## src/rtl/sample_mac_pkg.sv

```systemverilog
// Shared constants and helpers for the sample MAC pipeline.
package sample_mac_pkg;

    localparam logic MAC_MODE_MUL = 1'b0;
    localparam logic MAC_MODE_ACC = 1'b1;

    // Widest value the saturation helper can clamp.
    localparam int SAT_MAX_W = 128;

    function automatic int acc_width(input int a_w, input int b_w, input int guard);
        return a_w + b_w + guard;
    endfunction

    // Clamps a signed value into a signed range of 'width' bits.
    // The result is {overflow, clamped value}.
    function automatic logic [SAT_MAX_W:0] sat_fit(input logic signed [SAT_MAX_W-1:0] value,
                                                    input int width);
        logic signed [SAT_MAX_W-1:0] one;
        logic signed [SAT_MAX_W-1:0] hi;
        logic signed [SAT_MAX_W-1:0] lo;
        one = {{(SAT_MAX_W-1){1'b0}}, 1'b1};
        hi  = (one <<< (width - 1)) - one;
        lo  = ~hi;
        if (value > hi) begin
            return {1'b1, hi};
        end else if (value < lo) begin
            return {1'b1, lo};
        end
        return {1'b0, value};
    endfunction

endpackage

```

## src/rtl/sample_mac_pipe_if.sv

```systemverilog
// Sample-in / result-out handshake bundle of the MAC pipeline.
interface sample_mac_pipe_if #(
    parameter int DIN0_WIDTH = 13,
    parameter int DIN1_WIDTH = 13,
    parameter int DOUT_WIDTH = 13
);
    logic                         in_valid;
    logic                         in_ready;
    logic signed [DIN0_WIDTH-1:0] din0;
    logic signed [DIN1_WIDTH-1:0] din1;
    logic                         mode;
    logic                         in_first;
    logic                         in_last;
    logic                         out_valid;
    logic                         out_ready;
    logic signed [DOUT_WIDTH-1:0] dout;
    logic                         out_ovf;

    modport master (
        output in_valid, din0, din1, mode, in_first, in_last, out_ready,
        input  in_ready, out_valid, dout, out_ovf
    );

    modport slave (
        input  in_valid, din0, din1, mode, in_first, in_last, out_ready,
        output in_ready, out_valid, dout, out_ovf
    );
endinterface

```

## src/rtl/sample_mac_scale.sv

```systemverilog
// Combinational round / arithmetic shift / saturate-or-wrap of a result.
module sample_mac_scale
    import sample_mac_pkg::*;
#(
    parameter int ACC_W      = 30,
    parameter int DOUT_WIDTH = 13,
    parameter int SHIFT      = 0,
    parameter int ROUND      = 0,
    parameter int SAT        = 0
) (
    input  logic signed [ACC_W-1:0]      value,
    output logic signed [DOUT_WIDTH-1:0] dout,
    output logic                         ovf
);
    localparam int RND_POS = (SHIFT > 0) ? SHIFT - 1 : 0;
    localparam logic signed [ACC_W:0] RND_ADD =
        (ROUND != 0 && SHIFT > 0) ? ((ACC_W+1)'(1) << RND_POS) : '0;

    logic signed [ACC_W:0]       rounded;
    logic signed [ACC_W:0]       shifted;
    logic signed [SAT_MAX_W-1:0] wide;
    logic [SAT_MAX_W:0]          fit;

    // One extra bit keeps the rounding add from wrapping near full scale.
    always_comb begin
        rounded = {value[ACC_W-1], value} + RND_ADD;
        shifted = rounded >>> SHIFT;
        wide    = {{(SAT_MAX_W-ACC_W-1){shifted[ACC_W]}}, shifted};
        fit     = sat_fit(wide, DOUT_WIDTH);
        if (SAT != 0) begin
            dout = fit[DOUT_WIDTH-1:0];
            ovf  = fit[SAT_MAX_W];
        end else begin
            dout = shifted[DOUT_WIDTH-1:0];
            ovf  = 1'b0;
        end
    end
endmodule

```

## src/rtl/sample_mac_pipe.sv

```systemverilog
// Pipelined signed multiplier / accumulator with valid-ready handshake,
// global stall on back-pressure, and configurable output scaling.
module sample_mac_pipe
    import sample_mac_pkg::*;
#(
    parameter int DIN0_WIDTH = 13,
    parameter int DIN1_WIDTH = 13,
    parameter int DOUT_WIDTH = 13,
    parameter int NUM_STAGE  = 3,
    parameter int ACC_GUARD  = 4,
    parameter int SHIFT      = 0,
    parameter int ROUND      = 0,
    parameter int SAT        = 0
) (
    input logic              clk,
    input logic              reset,
    input logic              ce,
    sample_mac_pipe_if.slave bus
);
    localparam int ACC_W   = acc_width(DIN0_WIDTH, DIN1_WIDTH, ACC_GUARD);
    localparam int PROD_W  = DIN0_WIDTH + DIN1_WIDTH;
    localparam int NUM_DLY = NUM_STAGE - 2;

    logic                         adv;
    logic                         s1_valid, s1_mode, s1_first, s1_last;
    logic signed [DIN0_WIDTH-1:0] s1_a;
    logic signed [DIN1_WIDTH-1:0] s1_b;
    logic signed [PROD_W-1:0]     s1_prod;
    logic signed [ACC_W-1:0]      s1_prod_ext;
    logic signed [ACC_W-1:0]      d_prod [NUM_DLY];
    logic [NUM_DLY-1:0]           d_valid, d_mode, d_first, d_last;
    logic signed [ACC_W-1:0]      acc, acc_next, scale_in;
    logic                         load;
    logic signed [DOUT_WIDTH-1:0] scaled, dout_q;
    logic                         scaled_ovf, ovf_q, out_valid_q;

    assign adv           = ce & (~out_valid_q | bus.out_ready);
    assign bus.in_ready  = adv & reset;
    assign bus.out_valid = out_valid_q;
    assign bus.dout      = dout_q;
    assign bus.out_ovf   = ovf_q;

    // Input stage: capture operands and the per-sample tags.
    always_ff @(posedge clk or negedge reset) begin
        if (!reset) begin
            s1_valid <= 1'b0;
            s1_mode  <= 1'b0;
            s1_first <= 1'b0;
            s1_last  <= 1'b0;
            s1_a     <= '0;
            s1_b     <= '0;
        end else if (adv) begin
            s1_valid <= bus.in_valid;
            s1_mode  <= bus.mode;
            s1_first <= bus.in_first;
            s1_last  <= bus.in_last;
            s1_a     <= bus.din0;
            s1_b     <= bus.din1;
        end
    end

    // Full-precision product, sign-extended to the accumulator width.
    always_comb begin
        s1_prod     = PROD_W'(s1_a) * PROD_W'(s1_b);
        s1_prod_ext = ACC_W'(s1_prod);
    end

    // Product register followed by pure delay stages up to the output stage.
    always_ff @(posedge clk or negedge reset) begin
        if (!reset) begin
            for (int i = 0; i < NUM_DLY; i++) begin
                d_prod[i] <= '0;
            end
            d_valid <= '0;
            d_mode  <= '0;
            d_first <= '0;
            d_last  <= '0;
        end else if (adv) begin
            d_prod[0]  <= s1_prod_ext;
            d_valid[0] <= s1_valid;
            d_mode[0]  <= s1_mode;
            d_first[0] <= s1_first;
            d_last[0]  <= s1_last;
            for (int i = 1; i < NUM_DLY; i++) begin
                d_prod[i]  <= d_prod[i-1];
                d_valid[i] <= d_valid[i-1];
                d_mode[i]  <= d_mode[i-1];
                d_first[i] <= d_first[i-1];
                d_last[i]  <= d_last[i-1];
            end
        end
    end

    // Next accumulator value and the value presented to the scaler.
    always_comb begin
        acc_next = (d_first[NUM_DLY-1] ? '0 : acc) + d_prod[NUM_DLY-1];
        scale_in = (d_mode[NUM_DLY-1] == MAC_MODE_ACC) ? acc_next : d_prod[NUM_DLY-1];
        load     = d_valid[NUM_DLY-1] &
                   ((d_mode[NUM_DLY-1] == MAC_MODE_MUL) | d_last[NUM_DLY-1]);
    end

    sample_mac_scale #(
        .ACC_W      (ACC_W),
        .DOUT_WIDTH (DOUT_WIDTH),
        .SHIFT      (SHIFT),
        .ROUND      (ROUND),
        .SAT        (SAT)
    ) u_scale (
        .value (scale_in),
        .dout  (scaled),
        .ovf   (scaled_ovf)
    );

    // Output/accumulate stage; multiply samples never touch the accumulator.
    always_ff @(posedge clk or negedge reset) begin
        if (!reset) begin
            acc         <= '0;
            out_valid_q <= 1'b0;
            dout_q      <= '0;
            ovf_q       <= 1'b0;
        end else if (adv) begin
            if (d_valid[NUM_DLY-1] && d_mode[NUM_DLY-1] == MAC_MODE_ACC) begin
                acc <= acc_next;
            end
            out_valid_q <= load;
            if (load) begin
                dout_q <= scaled;
                ovf_q  <= scaled_ovf;
            end
        end
    end
endmodule

```

## src/flat_wrapper.sv

```systemverilog
// flat-port wrapper written by rule: the top's interface ports become plain ports
module sample_mac_pipe_flat import sample_mac_pkg::*;
#(
    parameter int DIN0_WIDTH = 13,
    parameter int DIN1_WIDTH = 13,
    parameter int DOUT_WIDTH = 13,
    parameter int NUM_STAGE  = 3,
    parameter int ACC_GUARD  = 4,
    parameter int SHIFT      = 0,
    parameter int ROUND      = 0,
    parameter int SAT        = 0
)
  (clk, reset, ce, bus_in_valid, bus_din0, bus_din1, bus_mode, bus_in_first, bus_in_last, bus_out_ready, bus_in_ready, bus_out_valid, bus_dout, bus_out_ovf);
  sample_mac_pipe_if #(.DIN0_WIDTH(DIN0_WIDTH), .DIN1_WIDTH(DIN1_WIDTH), .DOUT_WIDTH(DOUT_WIDTH)) bus_i ();
  input logic clk;
  input logic reset;
  input logic ce;
  input wire logic [$bits(bus_i.in_valid)-1:0] bus_in_valid;
  input wire logic [$bits(bus_i.din0)-1:0] bus_din0;
  input wire logic [$bits(bus_i.din1)-1:0] bus_din1;
  input wire logic [$bits(bus_i.mode)-1:0] bus_mode;
  input wire logic [$bits(bus_i.in_first)-1:0] bus_in_first;
  input wire logic [$bits(bus_i.in_last)-1:0] bus_in_last;
  input wire logic [$bits(bus_i.out_ready)-1:0] bus_out_ready;
  output wire logic [$bits(bus_i.in_ready)-1:0] bus_in_ready;
  output wire logic [$bits(bus_i.out_valid)-1:0] bus_out_valid;
  output wire logic [$bits(bus_i.dout)-1:0] bus_dout;
  output wire logic [$bits(bus_i.out_ovf)-1:0] bus_out_ovf;
  assign bus_i.in_valid = bus_in_valid;
  assign bus_i.din0 = bus_din0;
  assign bus_i.din1 = bus_din1;
  assign bus_i.mode = bus_mode;
  assign bus_i.in_first = bus_in_first;
  assign bus_i.in_last = bus_in_last;
  assign bus_i.out_ready = bus_out_ready;
  assign bus_in_ready = bus_i.in_ready;
  assign bus_out_valid = bus_i.out_valid;
  assign bus_dout = bus_i.dout;
  assign bus_out_ovf = bus_i.out_ovf;
  sample_mac_pipe #(.DIN0_WIDTH(DIN0_WIDTH), .DIN1_WIDTH(DIN1_WIDTH), .DOUT_WIDTH(DOUT_WIDTH), .NUM_STAGE(NUM_STAGE), .ACC_GUARD(ACC_GUARD), .SHIFT(SHIFT), .ROUND(ROUND), .SAT(SAT)) u_core (.clk(clk), .reset(reset), .ce(ce), .bus(bus_i));
endmodule
```

## config.mk

```make
export PLATFORM = sky130hd
export DESIGN_NAME = sample_mac_pipe_flat
export DESIGN_NICKNAME = d
export VERILOG_FILES = /design/src/rtl/sample_mac_pkg.sv /design/src/rtl/sample_mac_pipe_if.sv /design/src/rtl/sample_mac_scale.sv /design/src/rtl/sample_mac_pipe.sv /design/src/flat_wrapper.sv
export SDC_FILE = /design/constraint.sdc
export NUM_CORES = 1
export LEC_CHECK = 0
export BUFFER_PORTS_ARGS = -buffer_cell sky130_fd_sc_hd__buf_2
export CAP_MARGIN = 40
export CORE_AREA = 4 4 115 117
export CTS_CLUSTER_DIAMETER = 40
export DETAILED_ROUTE_END_ITERATION = 8
export DIE_AREA = 0 0 119 121
export GPL_TIMING_DRIVEN = 1
export PLACE_DENSITY = 0.73
export SLEW_MARGIN = 10
export SYNTH_ARGS = -nofsm -noshare
export SYNTH_HDL_FRONTEND = slang
export SYNTH_SLANG_ARGS = --single-unit
```

## constraint.sdc

```tcl
create_clock -name clk -period 4.6 [get_ports clk]
set_input_delay 0.23 -clock clk [delete_from_list [all_inputs] [get_ports clk]]
set_output_delay 0.23 -clock clk [all_outputs]
set_load 0.05 [all_outputs]
```

* Word-level counts from Yosys, hierarchy flattened
Index checks and enable logic that the tools add are counted.
Word-level totals: logic and storage cells 28, bits in registers 104, input port bits 34, output and inout port bits 16
Operators by class: multipliers 1, bitwise operators 7, add/subtract/negate cells 1, reduce and logical (&&, ||, !) cells 3, multiplexer cells 2
Operator list (number):
- $add A30 B30 Y30 | 1
- $mux W30 | 1
- $mul A13 B13 Y26 | 1
- $mux W13 | 1
- $reduce_and A2 Y1 | 2
- $and A1 B1 Y1 | 3
- $not A1 Y1 | 2
- $or A1 B1 Y1 | 2
- $logic_and A1 B1 Y1 | 1

* Depth between registers and ports, before layout
depth in word-level cells 4, mapped depth 22

* Cells and area by module
Synthesis repeated with hierarchy kept, for this count alone.
Unflattened totals: cells, all modules 1376, area total of the unflattened synthesis 12462.0 µm²
Modules (own cells, without submodules):
- sample_mac_pipe | area each 12353.1 µm², instances 1, cells an instance 1361, sequential area each 2627.5 µm²
- sample_mac_scale | area each 108.9 µm², instances 1, cells an instance 15, sequential area each 0.0 µm²

* Worst setup path before layout
Ideal clock, no wire load.
path type register to register, from reg u_core.s1_b[3], to reg u_core.d_prod[12] (netlist name), path slack -0.298 ns, cell stages (with the launch flop) 20, data required time 4.469 ns, clock period less this slack 4.898 ns, setup time 0.131 ns, buffers on the path 1, arrival 4.767 ns, cells stage by stage dfrtp_1 -> clkbuf_1 -> and2_1 -> fa_1 -> inv_1 -> fa_1 -> inv_1 -> fa_1 -> inv_1 -> fa_1 -> inv_1 -> fa_1 -> ha_1 -> ha_1 -> a21o_1 -> a21oi_1 -> o21bai_1 -> a21oi_1 -> xnor2_1 -> o21ai_1
On the way: word-level cells in the longest chain between the ends 1
RTL lines:
- from (decl) | RTL line sample_mac_pipe.sv:27 | logic signed [DIN1_WIDTH-1:0] s1_b;
- from (signal assigned) | RTL line sample_mac_pipe.sv:58 | s1_b <= bus.din1;
- $mul A13 B13 Y26 | RTL line sample_mac_pipe.sv:64 | s1_prod = PROD_W'(s1_a) * PROD_W'(s1_b);
- to (signal, indexed assignment) | RTL line sample_mac_pipe.sv:85 | d_prod[i] <= d_prod[i-1];
- to (decl) | RTL line sample_mac_pipe.sv:30 | logic signed [ACC_W-1:0] d_prod [NUM_DLY];
No other way between the ends. A chain may end at the register's enable or synchronous reset.

* Worst setup path after layout
Ends and elaborated chain as after synthesis.

==> results.toml <==
[outcome]
status = "finished, violations left"
violations = "setup timing"

[setup_path]
path_delay_family = "adder cells"
cp_num_buf_inv = 4
rr_worst_depth = 19
cp_common_cell = "xnor2_1"
reg2reg_to = "u_core.d_prod[12]$_DFFE_PN0P_"
endpoint = "u_core.d_prod[12]$_DFFE_PN0P_"
cp_slowest_cell = "fa_2"
r2r_slack_ns = -0.17
crit_fanout = 6
crit_path_start_kind = "flip-flop"
critPathMaxStageDelay_ns = 0.54
end_kind = "flip-flop"
crit_start = "u_core.s1_b[3]$_DFFE_PN0P_"
crit_type = "flip-flop to flip-flop"
path_cells = "buf_6, nand2_2, fa_1, inv_2, fa_2, inv_2, fa_1, fa_2, inv_1, fa_2, ha_4, xor2_2, xnor2_1, xnor2_1, xnor2_1, xnor2_1, xnor2_1, xnor2_1, o21ai_1"
cp.required_ns = 4.81
cp_num_cells = 19
arrival_ns = 4.98
r2r_start = "u_core.s1_b[3]$_DFFE_PN0P_"

[floorplanning]
coreArea_um2 = 12400
start_util = 0.487
num_io_pins = 50
die_area_um2 = 14400
die_w_um = 119
core.rowCount = 41
die_h_um = 121

[routing]
dr_total_vias = 4774
drtAntennaViolNets = 0
viasPerCell = 5.12
wl_per_cell_um = 15.6
drtIter0Drc = 244
wl_mm = 14.5
drc_errors = 0
drt_first_pass_iters = 5

[timing]
min_period_ns = 4.77
setup_viol = 2
tightest_slew_ns = 0.811
rsz0062_at_grt = "yes"
fin_tns_setup_ns = -0.217
finalHoldViolCount = 0
timing.fmax_ghz = 0.210
setup_ws_ns = -0.167
finalCritPeriodShare = 1.04
skew_ns = 0.00976
slew_viol_final = 0
slew_headroom = 0.458

[grt]
antenna_found_initial = 0
grt_pass1_vias = 4854
track_usage = 0.201
grt-ovfl-total = 0
grt_pass1_wl_mm = 22.9
grt_start_max_net_pins = 57

[place]
io_buffer_count = 48
dpl.hpwl_mm = 10.3
gp_congestion = 0.948

[synth]
synth_ff_type = "dfrtp_1"
syn_inst = 674
yosys.area.top_type = "dfrtp_1"
synth_fp_nets = 810
synthTopCellsByArea = "dfrtp_1, fa_1, nand2_1"
yosysUniqueCellTypes = 37
synth_seq_cells = 74
yosys_warnings = 0
synth-seq-area-share = 0.308
synth_edf_count = 0
netlist_area_um2 = 6020
async_flop_share = 1.00
syn_area_per_cell_um2 = 8.93
synth_top_area_frac = 0.308

[power_and_ir_drop]
pwr_density_cell_nw_per_um2 = 846
combPwrFrac = 0.689
switching_share = 0.443
power_frac_seq = 0.176
power.internal_mw = 3.47
p_clk_frac = 0.134
total_power_mw = 6.22
leakage_nw = 3.71
irDropWorstVdd_mv = 0.352
p_switching_mw = 2.76

[layout]
layout-drive-gt1-share = 0.230
final_nets = 891
syn_to_final_growth_pct = 22.2
n_fill_cell = 1003
final_common_cell = "nand2_1"
diodes = 0
final_cell_mix = "nand2_1, inv_1, dfrtp_1"

[worst_hold_path]
hold_path.class = "input pin to flip-flop"

[clock_network]
clk_pin_slew_ns = 0.07
numCtsBuffers = 9
cts_max_level = 3
clock_latency_ns = 0.34
root_buffer = "clkbuf_16"
clk_path_buf_depth = 2
clkSinkCount = 74
cts_tree = "built"

[flow_run]
cap_violations = 0
[cell usage after synthesis, drive strengths merged, types with 5 or more instances]
library cell	count
nand2	199
dfrtp	74
inv	72
ha	53
fa	49
xnor2	34
and2	32
o21ai	27
clkbuf	22
a21oi	17
nor2b	15
nor2	12
mux2	10
xor2	9
buf	8
mux2i	8
a21o	6
nand2b	5
[routing by layer]
metal	track usage	wire [um]
met1	0.260	6070
met2	0.327	7170
met3	0.0340	705
met4	0.0963	555
met5	0	0
[tightest hold or removal path, delay by kind of cell]
family                 cells  cell delay, ns
AND/OR/NAND/NOR            2            0.08
buffers and inverters      1            0.07
[state kept, by name, summed over array words and instances (netlist names)]
register and cells:
u_core.acc 13, u_core.bus.dout 13, u_core.d_prod 13, u_core.s1_a 13, u_core.s1_b 13, u_core.bus.out_valid 1, u_core.d_first 1, u_core.d_last 1
u_core.d_mode 1, u_core.d_valid 1, u_core.s1_first 1, u_core.s1_last 1, u_core.s1_mode 1, u_core.s1_valid 1
[power by group through the flow]
stage,registers [mW],clock network (mW),logic [mW]
finish,1.10,0.837,4.29
global route,1.13,0.870,4.79
CTS,1.09,0.839,4.09
detailed placement,1.10,0,3.96
global placement,1.09,0,3.79
floorplan,1.20,0,2.86
[metrics by stage]
| step | hold slack [ns] | utilization | cell area (um2) | cells | setup slack [ns] |
|---|---|---|---|---|---|
| global route | 0.0781 | 0.595 | 7360 | 932 | -0.327 |
| floorplan | -0.0656 | - | 6120 | 674 | -0.00616 |
| finish | 0.0712 | 0.595 | 7360 | 932 | -0.167 |
| CTS | 0.0690 | 0.587 | 7260 | 929 | -0.114 |
| global placement | 0.118 | 0.549 | 6790 | 907 | -0.124 |
| detailed placement | 0.130 | 0.549 | 6790 | 907 | -0.193 |
[logic make-up after synthesis]
| family | count (synthesis) | share of synthesized area |
|---|---|---|
| buffers and inverters | 102 | 0.0653 |
| muxes | 18 | 0.0320 |
| xor gates and xnor gates | 43 | 0.0626 |
| AOI/OAI and AO/OA | 64 | 0.0665 |
| adders and majority gates | 102 | 0.273 |
| DFF | 74 | 0.308 |
| other | 1 | 0.000623 |
| and+or+nand+nor | 270 | 0.192 |
[worst min path at each step]
stage	depth (start not counted)	slack, ns	endpoint	start
floorplan	0	-0.07	u_core.acc[0]$_DFFE_PN0P_	reset
global placement	1	0.12	u_core.bus.dout[5]$_DFFE_PN0P_	reset
detailed placement	1	0.13	u_core.bus.dout[4]$_DFFE_PN0P_	reset
CTS	3	0.07	u_core.s1_first$_DFFE_PN0P_	bus_in_first
global route	3	0.08	u_core.s1_valid$_DFFE_PN0P_	bus_in_valid
finish	3	0.07	u_core.s1_first$_DFFE_PN0P_	bus_in_first
[area by class of cell]
class | count | area, um2 | area share
flip-flops and latches | 74 | 1870 | 0.254
multi-input cells | 498 | 3970 | 0.540
clock inverters | 6 | 113 | 0.0153
well taps | 172 | 215 | 0.0293
inverters | 72 | 270 | 0.0367
clock buffers | 10 | 229 | 0.0311
repair buffers | 100 | 693 | 0.0942
[what timing repair did]
action                     4_1_cts  5_1_grt
gates resized for setup         13       26
hold buffers                     1        0
setup buffers                    4        3
pin swaps                        9       32
hold endpoints to repair        18        0
cloned                           1        0
setup endpoints to repair        3        4
(Power assumes the default switching activity.)
